$ cat config.mk
export PLATFORM = sky130hd
export DESIGN_NAME = ones_expand
export DESIGN_NICKNAME = d
export VERILOG_FILES = /design/src/rtl/ones_expand_pkg.sv /design/src/rtl/ones_expand_counter.sv /design/src/rtl/ones_expand_shift.sv /design/src/rtl/ones_expand.sv
export SDC_FILE = /design/constraint.sdc
export NUM_CORES = 1
export LEC_CHECK = 0
export CORE_ASPECT_RATIO = 0.7
export CORE_MARGIN = 10
export CORE_UTILIZATION = 54
export CTS_CLUSTER_SIZE = 14
export DETAILED_ROUTE_END_ITERATION = 7
export PLACE_DENSITY_LB_ADDON = 0.12
export RECOVER_POWER = 50
export SLEW_MARGIN = 0
export SYNTH_ARGS = -nofsm -noshare
export SYNTH_HDL_FRONTEND = slang
export SYNTH_SLANG_ARGS = --single-unit
export TNS_END_PERCENT = 1
$ cat constraint.sdc
create_clock -name clock -period 4.1 [get_ports clock]
set_input_delay 0.82 -clock clock [delete_from_list [all_inputs] [get_ports clock]]
set_output_delay 0.82 -clock clock [all_outputs]
set_load 0.02 [all_outputs]
$ cat src/rtl/ones_expand_pkg.sv
// Shared types for the thermometer-code expander: FSM state encoding and default width.
package ones_pkg;
  localparam int W_DEFAULT = 30;

  typedef enum logic [1:0] {
    IDLE = 2'd0,
    FILL = 2'd1,
    DONE = 2'd2
  } state_t;
endpackage

$ cat src/rtl/ones_expand_counter.sv
// Up-counter with synchronous active-low clear (priority) and active-low increment.
module counter #(
  parameter int w = 5
) (
  output logic [w-1:0] q,
  input  logic         clock,
  input  logic         reset_L,
  input  logic         clr_L,
  input  logic         inc_L
);
  always_ff @(posedge clock or negedge reset_L) begin
    if (!reset_L)    q <= '0;
    else if (!clr_L) q <= '0;
    else if (!inc_L) q <= q + w'(1);
  end
endmodule

$ cat src/rtl/ones_expand_shift.sv
// Serial-in parallel-out right shifter; serial_in enters at the MSB, clr_L wins over shift_L.
module shift_reg_sipo_right #(
  parameter int w = 30
) (
  output logic [w-1:0] q,
  input  logic         serial_in,
  input  logic         clock,
  input  logic         reset_L,
  input  logic         clr_L,
  input  logic         shift_L
);
  always_ff @(posedge clock or negedge reset_L) begin
    if (!reset_L)      q <= '0;
    else if (!clr_L)   q <= '0;
    else if (!shift_L) q <= {serial_in, q[w-1:1]};
  end
endmodule

$ cat src/rtl/ones_expand.sv
// Count-to-thermometer expander: builds a w-bit word with k low ones, one bit per cycle.
// Optional ONES_EXPAND_ERR_EN adds an err output flagging a saturated (d_in > w) request.
module ones_expand
  import ones_pkg::*;
#(
  parameter int w = W_DEFAULT
) (
  input  logic                     clock,
  input  logic                     reset_L,
  input  logic                     d_in_ready,
  input  logic [$clog2(w+1)-1:0]   d_in,
  output logic                     d_out_ready,
  output logic [w-1:0]             d_out,
  output logic                     busy
`ifdef ONES_EXPAND_ERR_EN
  ,
  output logic                     err
`endif
);
  // state | meaning
  // IDLE  | waiting for d_in_ready; d_out holds the last result
  // FILL  | shifting in one thermometer bit per cycle, w cycles
  // DONE  | d_out complete, d_out_ready pulses for this cycle

  localparam int CW = $clog2(w+1);
  localparam logic [CW-1:0] K_MAX = CW'(w);
  localparam logic [CW-1:0] LAST  = CW'(w - 1);

  state_t        state, state_nxt;
  logic [CW-1:0] kreg;
  logic [CW-1:0] step;
  logic          clr_L, shift_L, inc_L, load;
  logic          serial_in;

  always_ff @(posedge clock or negedge reset_L) begin
    if (!reset_L) begin
      state <= IDLE;
      kreg  <= '0;
    end else begin
      state <= state_nxt;
      if (load) kreg <= (d_in > K_MAX) ? K_MAX : d_in;
    end
  end

  always_comb begin
    state_nxt = state;
    clr_L     = 1'b1;
    shift_L   = 1'b1;
    inc_L     = 1'b1;
    load      = 1'b0;
    case (state)
      IDLE: begin
        if (d_in_ready) begin
          load      = 1'b1;
          clr_L     = 1'b0;
          state_nxt = FILL;
        end
      end
      FILL: begin
        shift_L = 1'b0;
        inc_L   = 1'b0;
        if (step == LAST) state_nxt = DONE;
      end
      DONE:    state_nxt = IDLE;
      default: state_nxt = IDLE;
    endcase
  end

  // First bit shifted in ends up at bit 0 after w shifts, so steps 0..k-1 fill the low k bits.
  assign serial_in   = (step < kreg);
  assign d_out_ready = (state == DONE);
  assign busy        = (state != IDLE);

  counter #(.w(CW)) u_step (
    .q       (step),
    .clock   (clock),
    .reset_L (reset_L),
    .clr_L   (clr_L),
    .inc_L   (inc_L)
  );

  shift_reg_sipo_right #(.w(w)) u_shift (
    .q         (d_out),
    .serial_in (serial_in),
    .clock     (clock),
    .reset_L   (reset_L),
    .clr_L     (clr_L),
    .shift_L   (shift_L)
  );

`ifdef ONES_EXPAND_ERR_EN
  logic sat;

  always_ff @(posedge clock or negedge reset_L) begin
    if (!reset_L)  sat <= 1'b0;
    else if (load) sat <= (d_in > K_MAX);
  end

  assign err = (state == DONE) & sat;
`endif
endmodule

## Word level (Yosys, flattened, before mapping)

Index checks and enable logic that the tools add are counted.

- Bits in registers: 42
- Bits in latches: 0
- RAM bits: 0
- ROM bits: 0
- Output and inout port bits: 32
- Word-level logic and storage cells: 28
- Memories: 0

- $add $sub $neg: 1
- Multiply operators: 0
- Div/mod/pow operators: 0
- Order comparisons: 2
- Equal/unequal tests: 6
- Shift operators: 0
- Multiplexer cells: 12
- Bitwise logic cells: 0
- Reductions and logical operators: 3

Operator list:

| operator | number |
|---|---|
| $mux 30 | 2 |
| $mux 5 | 3 |
| $ne 2x2->1 const B | 3 |
| $add 5x1->5 const B | 1 |
| $eq 5x5->1 const B | 1 |
| $gt 5x5->1 const B | 1 |
| $lt 5x5->1 | 1 |
| $mux 1 | 4 |
| $mux 2 | 2 |
| $pmux 2 s2 | 1 |
| $eq 2x1->1 const B | 1 |
| $eq 2x2->1 const B | 1 |
| $logic_not 2->1 | 1 |
| $reduce_and 2->1 | 1 |
| $reduce_bool 2->1 | 1 |

## Logic depth before layout (Yosys ltp)

Gate-level depths: netlist of run 1.

- Depth after elaboration: 3
- Depth in mapped cells: 5
- Depth with buffers taken out: 5

## Cells and area by module

Synthesis of run 1 repeated with hierarchy kept, for this count alone.

- Cell total of the unflattened synthesis: 155
- Area, all modules: 1975.6 µm²

Modules (own cells, without submodules):

| module | times used | cells an instance | area each (µm²) |
|---|---|---|---|
| shift_reg_sipo_right | 1 | 97 | 1321.3 |
| ones_expand | 1 | 39 | 416.6 |
| counter | 1 | 19 | 237.7 |

## Worst setup path before layout of run 1

No wires, ideal clock.

- Path type: input to register
- Start: in d_in_ready
- End: reg u_shift.q[1]
- Library setup time: 117 ps
- Data arrival time: 1550 ps
- Data required time: 3983 ps
- Path slack: 2433 ps
- Stages: 5
- Path buffers: 2
- Path through: or3b_1 buf_6 buf_8 nand3_2 nand2_1

- Longest elaborated chain between the ends: 3
- Elaborated cells on any way between the ends: 4

Ends and longest elaborated chain:

| item | RTL line | RTL |
|---|---|---|
| start: declaration | ones_expand.sv:10 | `input logic d_in_ready,` |
| $mux 1 (*) | ones_expand.sv:53 | `if (d_in_ready) begin` |
| $mux 1 (*) | ones_expand.sv:51 | `case (state)` |
| $ne 2x2->1 (no line) / $mux 30 (equally long branches) | -- |  |
| end signal: assignment | ones_expand_shift.sv:15 | `else if (!shift_L) q <= {serial_in, q[w-1:1]};` |
| end: declaration | ones_expand_shift.sv:5 | `output logic [w-1:0] q,` |

Every way passes the cells marked *; elsewhere a longest branch is shown, timed or not.
A chain may end at the register's enable or synchronous reset.

## Worst setup path in the final report of run 1

- Start: in d_in_ready
- End: reg u_step.q[3]

- Longest elaborated chain between the ends: 3
- Elaborated cells on any way between the ends: 4

Ends and longest elaborated chain:

| item | RTL line | RTL |
|---|---|---|
| $mux 1 (*) | ones_expand.sv:53 |  |
| $mux 1 (*) | ones_expand.sv:51 |  |
| $ne 2x2->1 (no line) / $mux 5 (equally long branches) | -- |  |
| end signal: assignment | ones_expand_counter.sv:14 | `else if (!inc_L) q <= q + w'(1);` |
| end: declaration | ones_expand_counter.sv:5 | `output logic [w-1:0] q,` |

Marks and branches as above.

==> results of run 1 <==
==> area by class of cell <==
type	instances	area, um^2
clock inverter	1	5.00
clock buffer	7	86.3
timing repair buffer	42	399
tap	47	58.8
fill	266	915
multi-input combinational	138	742
sequential	42	1050
inverter	5	18.8
==> path summary, 6_finish.rpt <==
path / endpoint / from / depth (start not counted)
min in group asynchronous: u_shift.q[21] / reset_L / 1
worst min-delay path: kreg[0] / kreg[0] / 2
worst min register to register: kreg[0] / kreg[0] / 2
worst max-delay path: u_step.q[3] / d_in_ready / 5
max in group asynchronous: kreg[2] / reset_L / 1
worst max register to register: u_step.q[3] / state[0] / 4
==> stage by stage <==
step           util, %  setup WS (ns)  cell area, um^2  hold WS [ns]  total power, W
2_1_floorplan        -           2.43             1910         0.438         0.00118
3_3_place_gp      69.8           1.85             2290         0.468         0.00150
3_5_place_dp      69.8           1.79             2290         0.458         0.00154
4_1_cts           72.6           1.64             2380         0.475         0.00182
5_1_grt           72.1          0.919             2360         0.528         0.00194
6_report          72.1           1.15             2360         0.475         0.00179
==> layout by cell type (no fill, tap or decap), drive strengths merged, types with 2 or more instances in the layout <==
master	n
clkdlybuf4s50	37
nand3	32
ha	6
nand2	72
inv	5
nand4	4
o21ai	9
clkbuf	10
a21oi	2
mux2i	2
dfrtp	42
nor2b	2
==> layer usage <==
metal  up-vias  part of all wire (%)  track usage (%)  wire length, um
met4         0                   1.4             5.32               57
met3         8                   7.6             6.36              307
li1        713                     -                -                -
met2        29                    45             20.6             1830
met5         -                     0                0                0
met1       690                    46             16.0             1850
==> worst max-delay path, stage by stage <==
cell	delay, ns
dlygate4sd3_1	0.56
or3b_1	0.17
clkbuf_1	1.26
nand2_1	0.14
mux2i_1	0.19
==> logic make-up after synthesis <==
family | Yosys count
AO/OA/AOI/OAI | 13
buffers and inverters | 17
multiplexers | 2
adder cells (fa/ha/maj) | 6
AND/OR/NAND/NOR | 117
flip-flops | 42
==> synth_stat cells, drive strengths merged, types with 2 or more instances <==
| cell | n |
|---|---|
| mux2i | 2 |
| ha | 6 |
| nor2b | 2 |
| inv | 5 |
| dfrtp | 42 |
| o21ai | 9 |
| a21oi | 2 |
| nand4 | 4 |
| nand2 | 72 |
| buf | 12 |
| nand3 | 32 |
==> power breakdown <==
group	total [W]	switching (W)	internal, W
sequential	0.000737	0.000152	0.000586
combinational	0.000784	0.000440	0.000344
clock	0.000267	0.000131	0.000136
total	0.00179	0.000723	0.00107
==> sequential cells by signal, summed over array words and instances, names as in the netlist <==
name	flops
u_step.q	5
kreg	5
state	2
u_shift.q	30
==> flow_metrics.py, run 1 <==
metrics = {
    "yosys": {
        "syn-num-nets": 211,
        "synth-main-ff-cell": "dfrtp_1",
        "syn_inst": 197,
        "synth_top_area_cell": "dfrtp_1",
        "ys_seq_elements": 42,
        "syn_avg_cell_area_um2": 9.70,
        "synth_top_cell_area_share_pct": 55.0,
        "seq_area_frac_synth_pct": 55.0,
        "yosys-top-cells-area": "dfrtp_1 (55%), nand2_1 (14%), nand3_2 (6.3%), nand3_1 (5.2%), ha_1 (3.9%)",
        "synth_edf_count": 0,
        "synth_cell_types": 24,
        "synth_top_family_by_area": "simple AND/OR/NAND/NOR gates",
        "synth_fa_ha_area_share_pct": 3.93,
        "synth_xor_area_share_pct": 0,
        "ys_warn_count": 0,
        "synthMuxAreaShare_pct": 1.05,
        "syn_area_um2": 1910,
        "synthSimpleGateAreaFrac_pct": 30.4,
        "synth_compound_area_share_pct": 3.73,
        "synth_async_sr_flop_share_pct": 100,
    },
    "sta": {
        "fin_crit_sh_pct": 72.0,
        "period_minus_slack_ns": 2.95,
        "slew_viol_final": 113,
        "rsz0062_at_grt": "no",
        "finalSetupTns_ns": 0,
        "worst_pin_slew_ns": 2.19,
        "skew_ns": 0.00552,
        "setup_viol": 0,
        "fmax_mhz": 339,
        "maxSlewHeadroom_pct": -46.2,
        "hold_viol": 0,
    },
    "final_layout": {
        "stdcell_count": 282,
        "syn2layout_area_growth_pct": 23.5,
        "layout-drive-gt1-share_pct": 8.94,
        "diodes": 0,
        "nets": 248,
    },
    "pwr": {
        "powerDensity_nw_per_um2": 757,
        "ir_drop_mv": 0.407,
        "p_leak_nw": 1.15,
    },
    "critical_path": {
        "start_kind": "input pin",
        "crit_required_ns": 4.31,
        "reg2reg_slack_ns": 1.80,
        "worst-setup-path-type": "in -> reg",
        "arrival_ns": 3.16,
        "cp-end-kind": "flip-flop",
        "crit_fanout": 35,
    },
    "floorplan": {
        "fp.coreArea_um2": 3280,
        "dieArea_um2": 6360,
        "initial_core_util_pct": 58.4,
        "fp.dieW_um": 91.1,
        "row_count": 17,
        "die_y_um": 69.8,
        "io_pins": 40,
    },
    "clocking": {
        "hold_buffers": 0,
        "clk_latency_ns": 0.29,
        "path_clk_slew_ns": 0.07,
        "clockBufferDepth": 2,
        "cts_buffers": 5,
        "htreeDepth": 2,
        "root_buffer": "clkbuf_8",
        "cts_tree": "yes",
        "ctsResizeCount": 0,
        "cts_setup_buffers": 0,
        "clock-sinks": 42,
    },
    "status": {
        "violations": "max-capacitance violations, max-slew violations",
        "status": "finished with violations",
    },
    "global_routing": {
        "grt_pass1_wl_mm": 7.11,
        "grt.overflow.total": 0,
        "grt_usage_pct": 13.5,
        "grt_pass1_vias": 1474,
        "antenna_found_initial": 0,
        "grt_max_degree": 43,
    },
    "place": {
        "dp_cells": 274,
        "place_congestion": 0.814,
        "hpwl_mm": 2.79,
        "portBuffers": 39,
    },
    "run": {
        "cap_violations": 3,
    },
    "route": {
        "routed_via_density": 5.11,
        "drc": 0,
        "detail_route.wl_per_cell_um": 14.4,
        "drt_iter0_drc": 106,
        "drtAntennaViolNets": 0,
        "drt-total-wl_mm": 4.05,
        "drtPass1Iterations": 4,
        "vias": 1440,
    },
    "min_path": {
        "hold_class": "reg -> reg",
    },
}
No activity file was read; power rests on OpenSTA's default activity.
==> run 2, diff against run 1 <==
--- a/config.mk
+++ b/config.mk
@@ -7,7 +7,7 @@
 export LEC_CHECK = 0
 export CORE_ASPECT_RATIO = 0.7
 export CORE_MARGIN = 10
-export CORE_UTILIZATION = 54
+export CORE_UTILIZATION = 50
 export CTS_CLUSTER_SIZE = 14
 export DETAILED_ROUTE_END_ITERATION = 7
 export PLACE_DENSITY_LB_ADDON = 0.12
==> constraint.sdc (replaced) <==
create_clock -name clock -period 2.8 [get_ports clock]
set_input_delay 0.56 -clock clock [delete_from_list [all_inputs] [get_ports clock]]
set_output_delay 0.56 -clock clock [all_outputs]
set_load 0.02 [all_outputs]
==> flow_metrics.py, run 2 (synthesis results as in run 1) <==
metrics = {
    "global_routing": {
        "grt.overflow.total": 0,
        "grt_max_degree": 43,
        "grt_pass1_vias": 1475,
        "antenna_found_initial": 0,
        "grt_usage_pct": 12.8,
        "grt_pass1_wl_mm": 7.00,
    },
    "clocking": {
        "clock-sinks": 42,
        "root_buffer": "clkbuf_8",
        "htreeDepth": 2,
        "hold_buffers": 0,
        "path_clk_slew_ns": 0.08,
        "cts_tree": "yes",
        "clockBufferDepth": 2,
        "cts_setup_buffers": 0,
        "clk_latency_ns": 0.30,
        "ctsResizeCount": 0,
        "cts_buffers": 5,
    },
    "route": {
        "drc": 0,
        "routed_via_density": 5.09,
        "drtAntennaViolNets": 0,
        "drt_iter0_drc": 92,
        "drtPass1Iterations": 4,
        "vias": 1451,
        "detail_route.wl_per_cell_um": 14.2,
        "drt-total-wl_mm": 4.05,
    },
    "status": {
        "violations": "max-capacitance violations, max-slew violations",
        "status": "finished with violations",
    },
    "place": {
        "place_congestion": 0.813,
        "dp_cells": 277,
        "dpl_cell_area_um2": 2290,
        "hpwl_mm": 2.66,
        "portBuffers": 39,
    },
    "critical_path": {
        "r2r_start": "state[0]",
        "worst-setup-path-type": "reg -> reg",
        "r2r-end": "u_step.q[4]",
        "crit_required_ns": 2.98,
        "reg2reg_slack_ns": 0.60,
        "crit_fanout": 34,
        "arrival_ns": 2.38,
        "cp-end-kind": "flip-flop",
        "reg2regPathDepth": 4,
        "start_kind": "flip-flop",
    },
    "sta": {
        "fin_crit_sh_pct": 78.7,
        "slew_viol_final": 34,
        "setup_viol": 0,
        "rsz0062_at_grt": "no",
        "period_minus_slack_ns": 2.20,
        "finalSetupTns_ns": 0,
        "worst_pin_slew_ns": 1.63,
        "hold_viol": 0,
        "fmax_mhz": 454,
        "maxSlewHeadroom_pct": -8.41,
        "skew_ns": 0.00654,
    },
    "floorplan": {
        "fp.coreArea_um2": 3600,
        "initial_core_util_pct": 53.1,
        "io_pins": 40,
        "fp.dieW_um": 93.9,
        "die_y_um": 71.7,
        "row_count": 18,
        "dieArea_um2": 6740,
    },
    "final_layout": {
        "top_regs": "u_shift.q (30), kreg (5), u_step.q (5)",
        "diodes": 0,
        "largest-register": "u_shift.q",
        "final_area_um2": 2380,
        "syn2layout_area_growth_pct": 24.7,
        "layout-drive-gt1-share_pct": 9.36,
        "final_common_cell": "nand2_1",
        "nets": 248,
        "layout_common_cells": "nand2_1 (72), dfrtp_1 (42), clkdlybuf4s50_1 (37)",
        "stdcell_count": 285,
        "largest_reg_flops": 30,
    },
    "pwr": {
        "powerDensity_nw_per_um2": 1130,
        "p_leak_nw": 1.16,
        "ir_drop_mv": 0.666,
    },
    "min_path": {
        "hold_class": "in -> async",
    },
    "run": {
        "cap_violations": 1,
    },
}
## run 2: changes by cell type in the layout (fill, tap and decap cells not counted)
| cell | change |
|---|---|
| buf_2 | +1 |
| bufinv_16 | +1 |
| clkbuf_8 | -1 |
| clkinv_2 | -1 |
| nor2b_1 | -1 |
| nor2b_2 | +1 |
## run 2: final cells by class
| type | instances | area [um^2] |
|---|---|---|
| repair buffers | 42 | 400 |
| well taps | 50 | 62.6 |
| fillers | 290 | 1220 |
| inverters | 5 | 18.8 |
| multi-input cells | 138 | 744 |
| clock buffers | 7 | 76.3 |
| flip-flops and latches | 42 | 1050 |
| clock inverters | 1 | 30.0 |
## run 2: how the worst max path moves through the flow
stage / end / start / depth (start not counted) / slack, ns
CTS: busy / state[0] / 2 / 0.62
global route: u_step.q[4] / state[0] / 4 / 0.36
finish: u_step.q[4] / state[0] / 4 / 0.60
global placement: u_step.q[1] / d_in_ready / 5 / 0.81
detailed placement: u_step.q[1] / d_in_ready / 5 / 0.79
floorplan: u_shift.q[1] / d_in_ready / 5 / 1.39
## run 2: report_power, final
part	switching [W]	total, W	internal [W]
Sequential	0.000217	0.00107	0.000857
Clock	0.000205	0.000472	0.000267
Combinational	0.000638	0.00114	0.000506
Total	0.00106	0.00269	0.00163
## run 2: worst max-delay path, stage by stage (launching register included)
cell and delay, ns:
dfrtp_1 0.45, nor2b_2 0.17, clkbuf_1 1.05, nand4_1 0.24
mux2i_1 0.17
## run 2: through the flow
| step | worst slack [ns] | hold slack (ns) | utilization (%) | power (W) |
|---|---|---|---|---|
| 6_report | 0.595 | 0.388 | 66.1 | 0.00269 |
| 5_1_grt | 0.357 | 0.450 | 66.1 | 0.00290 |
| 4_1_cts | 0.617 | 0.417 | 66.5 | 0.00273 |
| 3_5_place_dp | 0.791 | 0.465 | 63.5 | 0.00225 |
| 3_3_place_gp | 0.814 | 0.462 | 63.5 | 0.00220 |
| 2_1_floorplan | 1.39 | 0.264 | - | 0.00173 |
## run 2: layer usage
| layer | vias up | wire length [um] | global-route usage [%] | part of all wire [%] |
|---|---|---|---|---|
| met4 | 0 | 55 | 4.71 | 1.4 |
| met5 | - | 0 | 0 | 0 |
| li1 | 716 | - | - | - |
| met3 | 7 | 346 | 6.35 | 8.5 |
| met1 | 700 | 1790 | 15.3 | 44 |
| met2 | 28 | 1860 | 19.4 | 46 |
